### src/rtl/fpnew_noncomp_arbiter.sv
// fpnew_noncomp_arbiter
// Round-robin front end that shares one non-computational FP unit (sign
// injection, min/max, compare) between NumReq issue ports. Each issued
// operation is tagged with its requester index, the number of operations
// in flight is capped at MaxOutstanding, and results are steered back to
// the owning requester by their returned tag.
//
// Optional feature: define FPNEW_NONCOMP_ARB_LOCK_EN to add req_lock_i,
// which lets a requester keep the grant across back-to-back handshakes.
// Without the macro the port is absent and arbitration is pure round-robin.
//
// The arbiter is purely combinational on the request and response paths;
// the only state is the rotation pointer, the in-flight counter, the sticky
// tag error flag and (with locking) the lock owner.

module fpnew_noncomp_arbiter #(
  parameter int unsigned NumReq         = 4,
  parameter int unsigned ReqWidth       = 72,
  parameter int unsigned RspWidth       = 38,
  parameter int unsigned MaxOutstanding = 4,
  // Derived; do not override.
  parameter int unsigned IdWidth        = $clog2(NumReq)
) (
  input  logic                             clk_i,
  input  logic                             rst_i,

  // Requester side, issue direction
  input  logic [NumReq-1:0]                req_valid_i,
  output logic [NumReq-1:0]                req_ready_o,
  input  logic [NumReq-1:0][ReqWidth-1:0]  req_data_i,
`ifdef FPNEW_NONCOMP_ARB_LOCK_EN
  input  logic [NumReq-1:0]                req_lock_i,
`endif

  // Unit input handshake
  output logic                             unit_valid_o,
  input  logic                             unit_ready_i,
  output logic [ReqWidth-1:0]              unit_data_o,
  output logic [IdWidth-1:0]               unit_tag_o,
  output logic                             unit_flush_o,

  // Unit output handshake
  input  logic                             unit_out_valid_i,
  output logic                             unit_out_ready_o,
  input  logic [RspWidth-1:0]              unit_out_data_i,
  input  logic [IdWidth-1:0]               unit_out_tag_i,

  // Requester side, response direction
  output logic [NumReq-1:0]                rsp_valid_o,
  input  logic [NumReq-1:0]                rsp_ready_i,
  output logic [RspWidth-1:0]              rsp_data_o,

  // Control and status
  input  logic                             flush_i,
  output logic                             busy_o,
  output logic                             tag_err_o
);

  localparam int unsigned CntWidth = $clog2(MaxOutstanding + 1);

  // Constants sized to the vectors they are compared against.
  localparam logic [CntWidth-1:0] CntMax    = CntWidth'(MaxOutstanding);
  localparam logic [IdWidth-1:0]  LastIdx   = IdWidth'(NumReq - 1);
  localparam logic [IdWidth:0]    NumReqExt = (IdWidth + 1)'(NumReq);

  // ---------------------------------------------------------------------
  // State
  // ---------------------------------------------------------------------
  logic [IdWidth-1:0]  ptr_q, ptr_d;
  logic [CntWidth-1:0] cnt_q, cnt_d;
  logic                tag_err_q, tag_err_d;

  // ---------------------------------------------------------------------
  // Combinational nets
  // ---------------------------------------------------------------------
  logic               gnt_found;
  logic [IdWidth-1:0] gnt_idx;
  logic [IdWidth:0]   cand_ext;
  logic [IdWidth-1:0] cand;
  logic               issue;
  logic               tag_ok;
  logic               sel_rsp_ready;
  logic               retire;
  logic               cnt_zero;

`ifdef FPNEW_NONCOMP_ARB_LOCK_EN
  logic               locked_q, locked_d;
  logic [IdWidth-1:0] lock_id_q, lock_id_d;
  logic               lock_hold;

  // The lock only steers the grant while its owner still has a request up;
  // once the owner drops valid, normal rotation takes over immediately.
  assign lock_hold = locked_q && req_valid_i[lock_id_q];
`endif

  // Rotating priority search starting at ptr_q, or the lock owner if held.
  always_comb begin
    // NOTE: every variable written here gets a default before any branch,
    // so no path leaves a value unassigned and no latch is inferred.
    gnt_found = 1'b0;
    gnt_idx   = '0;
    cand_ext  = '0;
    cand      = '0;
`ifdef FPNEW_NONCOMP_ARB_LOCK_EN
    if (lock_hold) begin
      gnt_found = 1'b1;
      gnt_idx   = lock_id_q;
    end else
`endif
    begin
      for (int unsigned i = 0; i < NumReq; i++) begin
        // ptr_q < NumReq and i < NumReq, so one conditional subtract wraps.
        cand_ext = {1'b0, ptr_q} + (IdWidth + 1)'(i);
        if (cand_ext >= NumReqExt) begin
          cand_ext = cand_ext - NumReqExt;
        end
        cand = cand_ext[IdWidth-1:0];
        if (!gnt_found && req_valid_i[cand]) begin
          gnt_found = 1'b1;
          gnt_idx   = cand;
        end
      end
    end
  end

  // Issue side: valid is independent of unit_ready_i, and the cap is checked
  // against the registered count only, so a same-cycle retire never bypasses.
  always_comb begin
    unit_valid_o = !rst_i && gnt_found && (cnt_q != CntMax) && !flush_i;
    issue        = unit_valid_o && unit_ready_i;
    req_ready_o  = '0;
    if (issue) begin
      req_ready_o[gnt_idx] = 1'b1;
    end
  end

  assign unit_data_o  = req_data_i[gnt_idx];
  assign unit_tag_o   = gnt_idx;
  assign unit_flush_o = !rst_i && flush_i;

  // Response side: steer valid to the tagged requester and take its ready;
  // out-of-range tags are swallowed so the unit never stalls on them.
  always_comb begin
    tag_ok        = ({1'b0, unit_out_tag_i} < NumReqExt);
    sel_rsp_ready = 1'b0;
    rsp_valid_o   = '0;
    for (int unsigned r = 0; r < NumReq; r++) begin
      if (unit_out_tag_i == IdWidth'(r)) begin
        rsp_valid_o[r] = unit_out_valid_i && !rst_i;
        sel_rsp_ready  = rsp_ready_i[r];
      end
    end
    unit_out_ready_o = !rst_i && (tag_ok ? sel_rsp_ready : 1'b1);
    retire           = unit_out_valid_i && unit_out_ready_o;
  end

  assign rsp_data_o = unit_out_data_i;
  assign cnt_zero   = (cnt_q == '0);
  assign busy_o     = !rst_i && (!cnt_zero || (|req_valid_i));
  assign tag_err_o  = !rst_i && tag_err_q;

  // Next-state for pointer, in-flight counter and sticky error flag.
  always_comb begin
    ptr_d     = ptr_q;
    cnt_d     = cnt_q;
    tag_err_d = tag_err_q;

    // Rotate past the winner; a locking handshake keeps the pointer put.
`ifdef FPNEW_NONCOMP_ARB_LOCK_EN
    if (issue && !req_lock_i[gnt_idx]) begin
`else
    if (issue) begin
`endif
      ptr_d = (gnt_idx == LastIdx) ? '0 : gnt_idx + 1'b1;
    end

    // A retire at zero would underflow: ignore it and report it instead.
    if (flush_i) begin
      cnt_d = '0;
    end else if (issue && !(retire && !cnt_zero)) begin
      cnt_d = cnt_q + 1'b1;
    end else if (!issue && retire && !cnt_zero) begin
      cnt_d = cnt_q - 1'b1;
    end

    if ((unit_out_valid_i && !tag_ok) || (retire && cnt_zero)) begin
      tag_err_d = 1'b1;
    end
  end

  // Core state register with synchronous active-high reset.
  always_ff @(posedge clk_i) begin
    // NOTE: non-blocking assignments here so every register samples the
    // pre-edge values computed above, independent of statement order.
    if (rst_i) begin
      ptr_q     <= '0;
      cnt_q     <= '0;
      tag_err_q <= 1'b0;
    end else begin
      ptr_q     <= ptr_d;
      cnt_q     <= cnt_d;
      tag_err_q <= tag_err_d;
    end
  end

`ifdef FPNEW_NONCOMP_ARB_LOCK_EN
  // Lock bookkeeping: set on a locking handshake, released by a non-locking
  // handshake, by the owner dropping its request, or by a flush.
  always_comb begin
    locked_d  = locked_q;
    lock_id_d = lock_id_q;
    if (locked_q && !req_valid_i[lock_id_q]) begin
      locked_d = 1'b0;
    end
    if (issue) begin
      if (req_lock_i[gnt_idx]) begin
        locked_d  = 1'b1;
        lock_id_d = gnt_idx;
      end else begin
        locked_d  = 1'b0;
      end
    end
    if (flush_i) begin
      locked_d = 1'b0;
    end
  end

  // Lock state register.
  always_ff @(posedge clk_i) begin
    if (rst_i) begin
      locked_q  <= 1'b0;
      lock_id_q <= '0;
    end else begin
      locked_q  <= locked_d;
      lock_id_q <= lock_id_d;
    end
  end
`endif

endmodule

### config.mk
export PLATFORM = sky130hd
export DESIGN_NAME = fpnew_noncomp_arbiter
export DESIGN_NICKNAME = d
export VERILOG_FILES = /design/src/rtl/fpnew_noncomp_arbiter.sv
export SDC_FILE = /design/constraint.sdc
export NUM_CORES = 1
export LEC_CHECK = 0
export ABC_AREA = 1
export CAP_MARGIN = 20
export CORE_AREA = 2 2 181 183
export CTS_CLUSTER_DIAMETER = 40
export DETAILED_ROUTE_END_ITERATION = 10
export DIE_AREA = 0 0 183 185
export DONT_BUFFER_PORTS = 1
export PLACE_DENSITY = 0.36
export SLEW_MARGIN = 20
export SYNTH_ARGS = -nofsm -noshare
export SYNTH_HDL_FRONTEND = slang
export SYNTH_SLANG_ARGS = --single-unit
### constraint.sdc
create_clock -name clk_i -period 2.6 [get_ports clk_i]
set_clock_uncertainty 0.05 [all_clocks]
set_input_delay 0.39 -clock clk_i [delete_from_list [all_inputs] [get_ports clk_i]]
set_output_delay 0.39 -clock clk_i [all_outputs]
set_load 0.01 [all_outputs]
==> flow_results.org <==
** Detailed routing
- For this run, design rule violations remaining after detail routing come to 0.
- Routed via count :: 6256
- For this run, the detailed router's first-pass iteration total came to 5.
- Wire length per cell :: 18.3 microns
- For this block, the routed nets add up to 24600 microns of wire.
- Per-cell via count in the routed design :: 4.66
- DRT antenna net count :: 0
- Drt first-iter violations :: 298

** Layout
- The post-route netlist has 19.3% of its cells at a drive strength greater than 1.
- Area of all sequential standard cells :: 128 sq um
- After routing the design area is 5880 sq um.
- From synthesis to final layout, the design area changed by 29.1%.
- Area of the multi-input gates :: 3450 sq um
- Final instance count without filler cells :: roughly 1300
- Final layout net count :: 1279
- After filler insertion, the fill cell instance count of the layout stands at 3688.

** Pwr
- For this design the ratio of total power to cell area is 472 nW/um^2.
- Max IR drop VDD :: 0.171 mV
- Leakage dissipation :: 0.00337 uW
- Summing internal, switching and leakage power gives around 2800 uW.

** Clock network
- Total number of clock tree sinks :: 6
- Max H-tree Level :: 1
- Clock latency on the worst-skew pair, taken at its later pin, is between 200 and 250 ps.
- Clock transition at the registers of the reported paths :: 30 ps
- In this run the deepest clock path goes through 2 buffers.
- TritonCTS built the clock tree.
- Clock buffer count from CTS :: 3
- Buffer cell driving the clock tree root :: clkbuf_16

** Placed design
- Once placement finished, the instance area stood at 4950 sq um.
- The number of placed instances, taps included, is 1310.
- The congestion estimate from routability-driven global placement came to 0.792.
- The count of buffers added on input and output ports is 0.
- The HPWL after detailed placement is approximately 17000 microns.

** GRT
- Antenna violations before repair :: 5
- The via count of the first global-routing pass came to about 5400.
- Pin count of the biggest net entering global routing :: 80
- Total global-route track usage :: 11.6%
- First-pass GRT wire length :: 30500 microns
- The total overflow left after global routing is 0.

** Logic synthesis
- After technology mapping, the gate count stands at 972.
- Portion of synthesized cell area occupied by the leading cell type :: 33.7%
- Averaged over all synthesized cells, the footprint is about 4.7 sq um.
- Number of synthesis warnings :: 0
- Summed instance area of the synthesized netlist :: 4550 sq um
- Post-synth cell types :: 21
- The largest total area in the synthesized netlist belongs to nand2_1.
- For this run, the register share of the synthesized area comes to 2.64%.
- Sorting the synthesized cells by how often they occur yields nand2_1, inv_1, nand4_1.
- Library cell with the highest instance count after synthesis :: nand2_1
- Synth Flop Type :: dfxtp_1
- By area the synthesized netlist is led by nand2_1, nand4_1, inv_1, nand3_1, buf_4.
- Async set or reset register ratio after synthesis :: 0%
- Number of enable-type register cells in the synthesized netlist :: 0
- Number of register bits inferred by synthesis :: 6
- Synth Net Count :: roughly 1300

** Critical path
- In this run the register-to-register setup slack is about 480 ps.
- Peak fanout along the critical path :: 10
- Walking the worst path, the cells encountered are clkinv_2, nand2_1, nand2_1, nand2_1, nand2_2, nand2_4, nand2_4, nand2_8, nand3_4, buf_12, buf_12, clkbuf_16, nand2_1, nand3_1, nand2_2.
- By instance count, the cell type seen most on the critical path is nand2_1.
- The worst register-to-register path ends at ptr_q[0].
- The worst setup path is captured at a primary output.
- The number of cells on the worst reg-to-reg path is 15.
- Launch instance of the worst register-to-register path :: ptr_q[1]
- Kind of launch point of the worst setup path :: register
- The worst setup path is of the reg2out kind.
- The slowest stage of the critical path belongs to the cell dfxtp_4.
- Capture point of the critical path :: unit_data_o[54]
- For the worst setup path, the data arrival time is 2100 ps.
- Crit path largest cell delay :: 400 ps
- Start point of the critical path :: ptr_q[0]
- STA puts the critical path data required time at 2160 ps.

** Die
- In this run the core area contains 66 standard-cell rows.
- Area enclosed by the die boundary :: around 34000 sq um
- Starting Density :: 14.2%
- For this design the top-level I/O count stands at around 470.
- Die boundary width :: roughly 180 microns
- Vertical extent of the die :: 185 microns
- The core region is 32000 sq um.

** STA
- Count of final hold-check violations :: 0
- Slew HR :: 72.4%
- For this run, the top clock speed supported by timing is 0.394 GHz.
- Count of final setup violators :: 0
- Final number of max-transition violations :: 0
- The worst path uses a little over nine tenths of the clock period.
- Setup repair after global routing missed its margin :: true
- Post-layout minimum cycle time :: 2540 ps
- At the pin with the least slew margin, the transition time is 414 ps.

** Worst hold path
- The path class of the tightest hold or removal check is in2reg.

** Flow run
- Number of maximum-capacitance violations :: 0

** Outcome
- The flow ran to the end, and the final reports show no timing, DRC or antenna violations.
## power by group
| part | switching [uW] | total, uW | internal, uW |
|---|---|---|---|
| clock network | 51.6 | 249 | 197 |
| registers | 6.53 | 103 | 96.9 |
| logic | 1500 | 2430 | 922 |
| total | 1560 | 2780 | 1220 |
## sequential cells by signal, indices dropped and copies added, names as in the netlist
signal     count
tag_err_q      1
cnt_q          3
ptr_q          2
## per-stage QoR
| stage | TNS [ps] | hold slack, ps | setup slack [ps] | utilization [%] |
|---|---|---|---|---|
| finish | 0 | 266 | 60.5 | 18.4 |
| global route | -1470 | 267 | -60.7 | 18.4 |
| CTS | 0 | 264 | 8.81 | 16.4 |
| detailed placement | 0 | 481 | 67.0 | 15.5 |
| global placement | 0 | 478 | 92.2 | 15.5 |
| floorplan | 0 | 447 | 301 | - |
## cells by family after synthesis
family                   Yosys count  share of synthesized area, %
AND/OR/NAND/NOR                  663                          65.8
flip-flops                         6                          2.64
adder cells (fa/ha/maj)            5                          1.54
buffers and inverters            287                          28.7
AO/OA/AOI/OAI                     11                          1.35
## worst min path at each step
| stage | from | to | slack, ps | depth (start not counted) |
|---|---|---|---|---|
| 3_3_place_gp | cnt_q[2] | cnt_q[2] | 480 | 2 |
| 3_5_place_dp | cnt_q[2] | cnt_q[2] | 480 | 2 |
| 2_1_floorplan | cnt_q[2] | cnt_q[2] | 450 | 2 |
| 5_1_grt | unit_out_valid_i | tag_err_q | 270 | 1 |
| 4_1_cts | unit_out_valid_i | tag_err_q | 260 | 1 |
| 6_report | unit_out_valid_i | tag_err_q | 270 | 1 |
## final cells by class
| class | count | share of cell area (%) |
|---|---|---|
| multi-input combinational | 679 | 58.6 |
| timing repair buffer | 71 | 17.9 |
| inverter | 171 | 11.1 |
| tap | 408 | 8.68 |
| sequential | 6 | 2.17 |
| clock buffer | 3 | 1.28 |
| antenna | 4 | 0.170 |
| timing repair inverter | 1 | 0.0851 |
## critical path: cells and delay by family (launching register included)
kind,cells,cell delay (ps)
flops,1,400
simple gates,11,880
buf+inv,4,580
## routing by layer
layer | track usage [%] | wire (microns) | vias up
li1 | - | - | 2967
met1 | 11.3 | 8420 | 2814
met2 | 22.6 | 12800 | 411
met3 | 2.60 | 2070 | 62
met4 | 6.27 | 1290 | 2
met5 | 0 | 13 | -
## cell usage in the layout, fill, tap and decap left out, types with 5 or more instances in the layout
cell         n
nand2_1    331
inv_1      167
nand4_1    147
nand2_2     73
nand3_1     70
buf_4       31
buf_12      15
nand3_2     12
clkbuf_16   12
nor2_1      10
buf_6        8
nand2_4      5
o21ai_0      5
## repair_timing
action,in CTS,in global routing
hold buffers,0,0
resized for setup,16,110
pin swaps,4,32
endpoints found under the hold margin,0,0
setup endpoints to repair,76,77
gates cloned,3,11
buffers inserted,6,7
No activity file was read; power rests on OpenSTA's default activity.
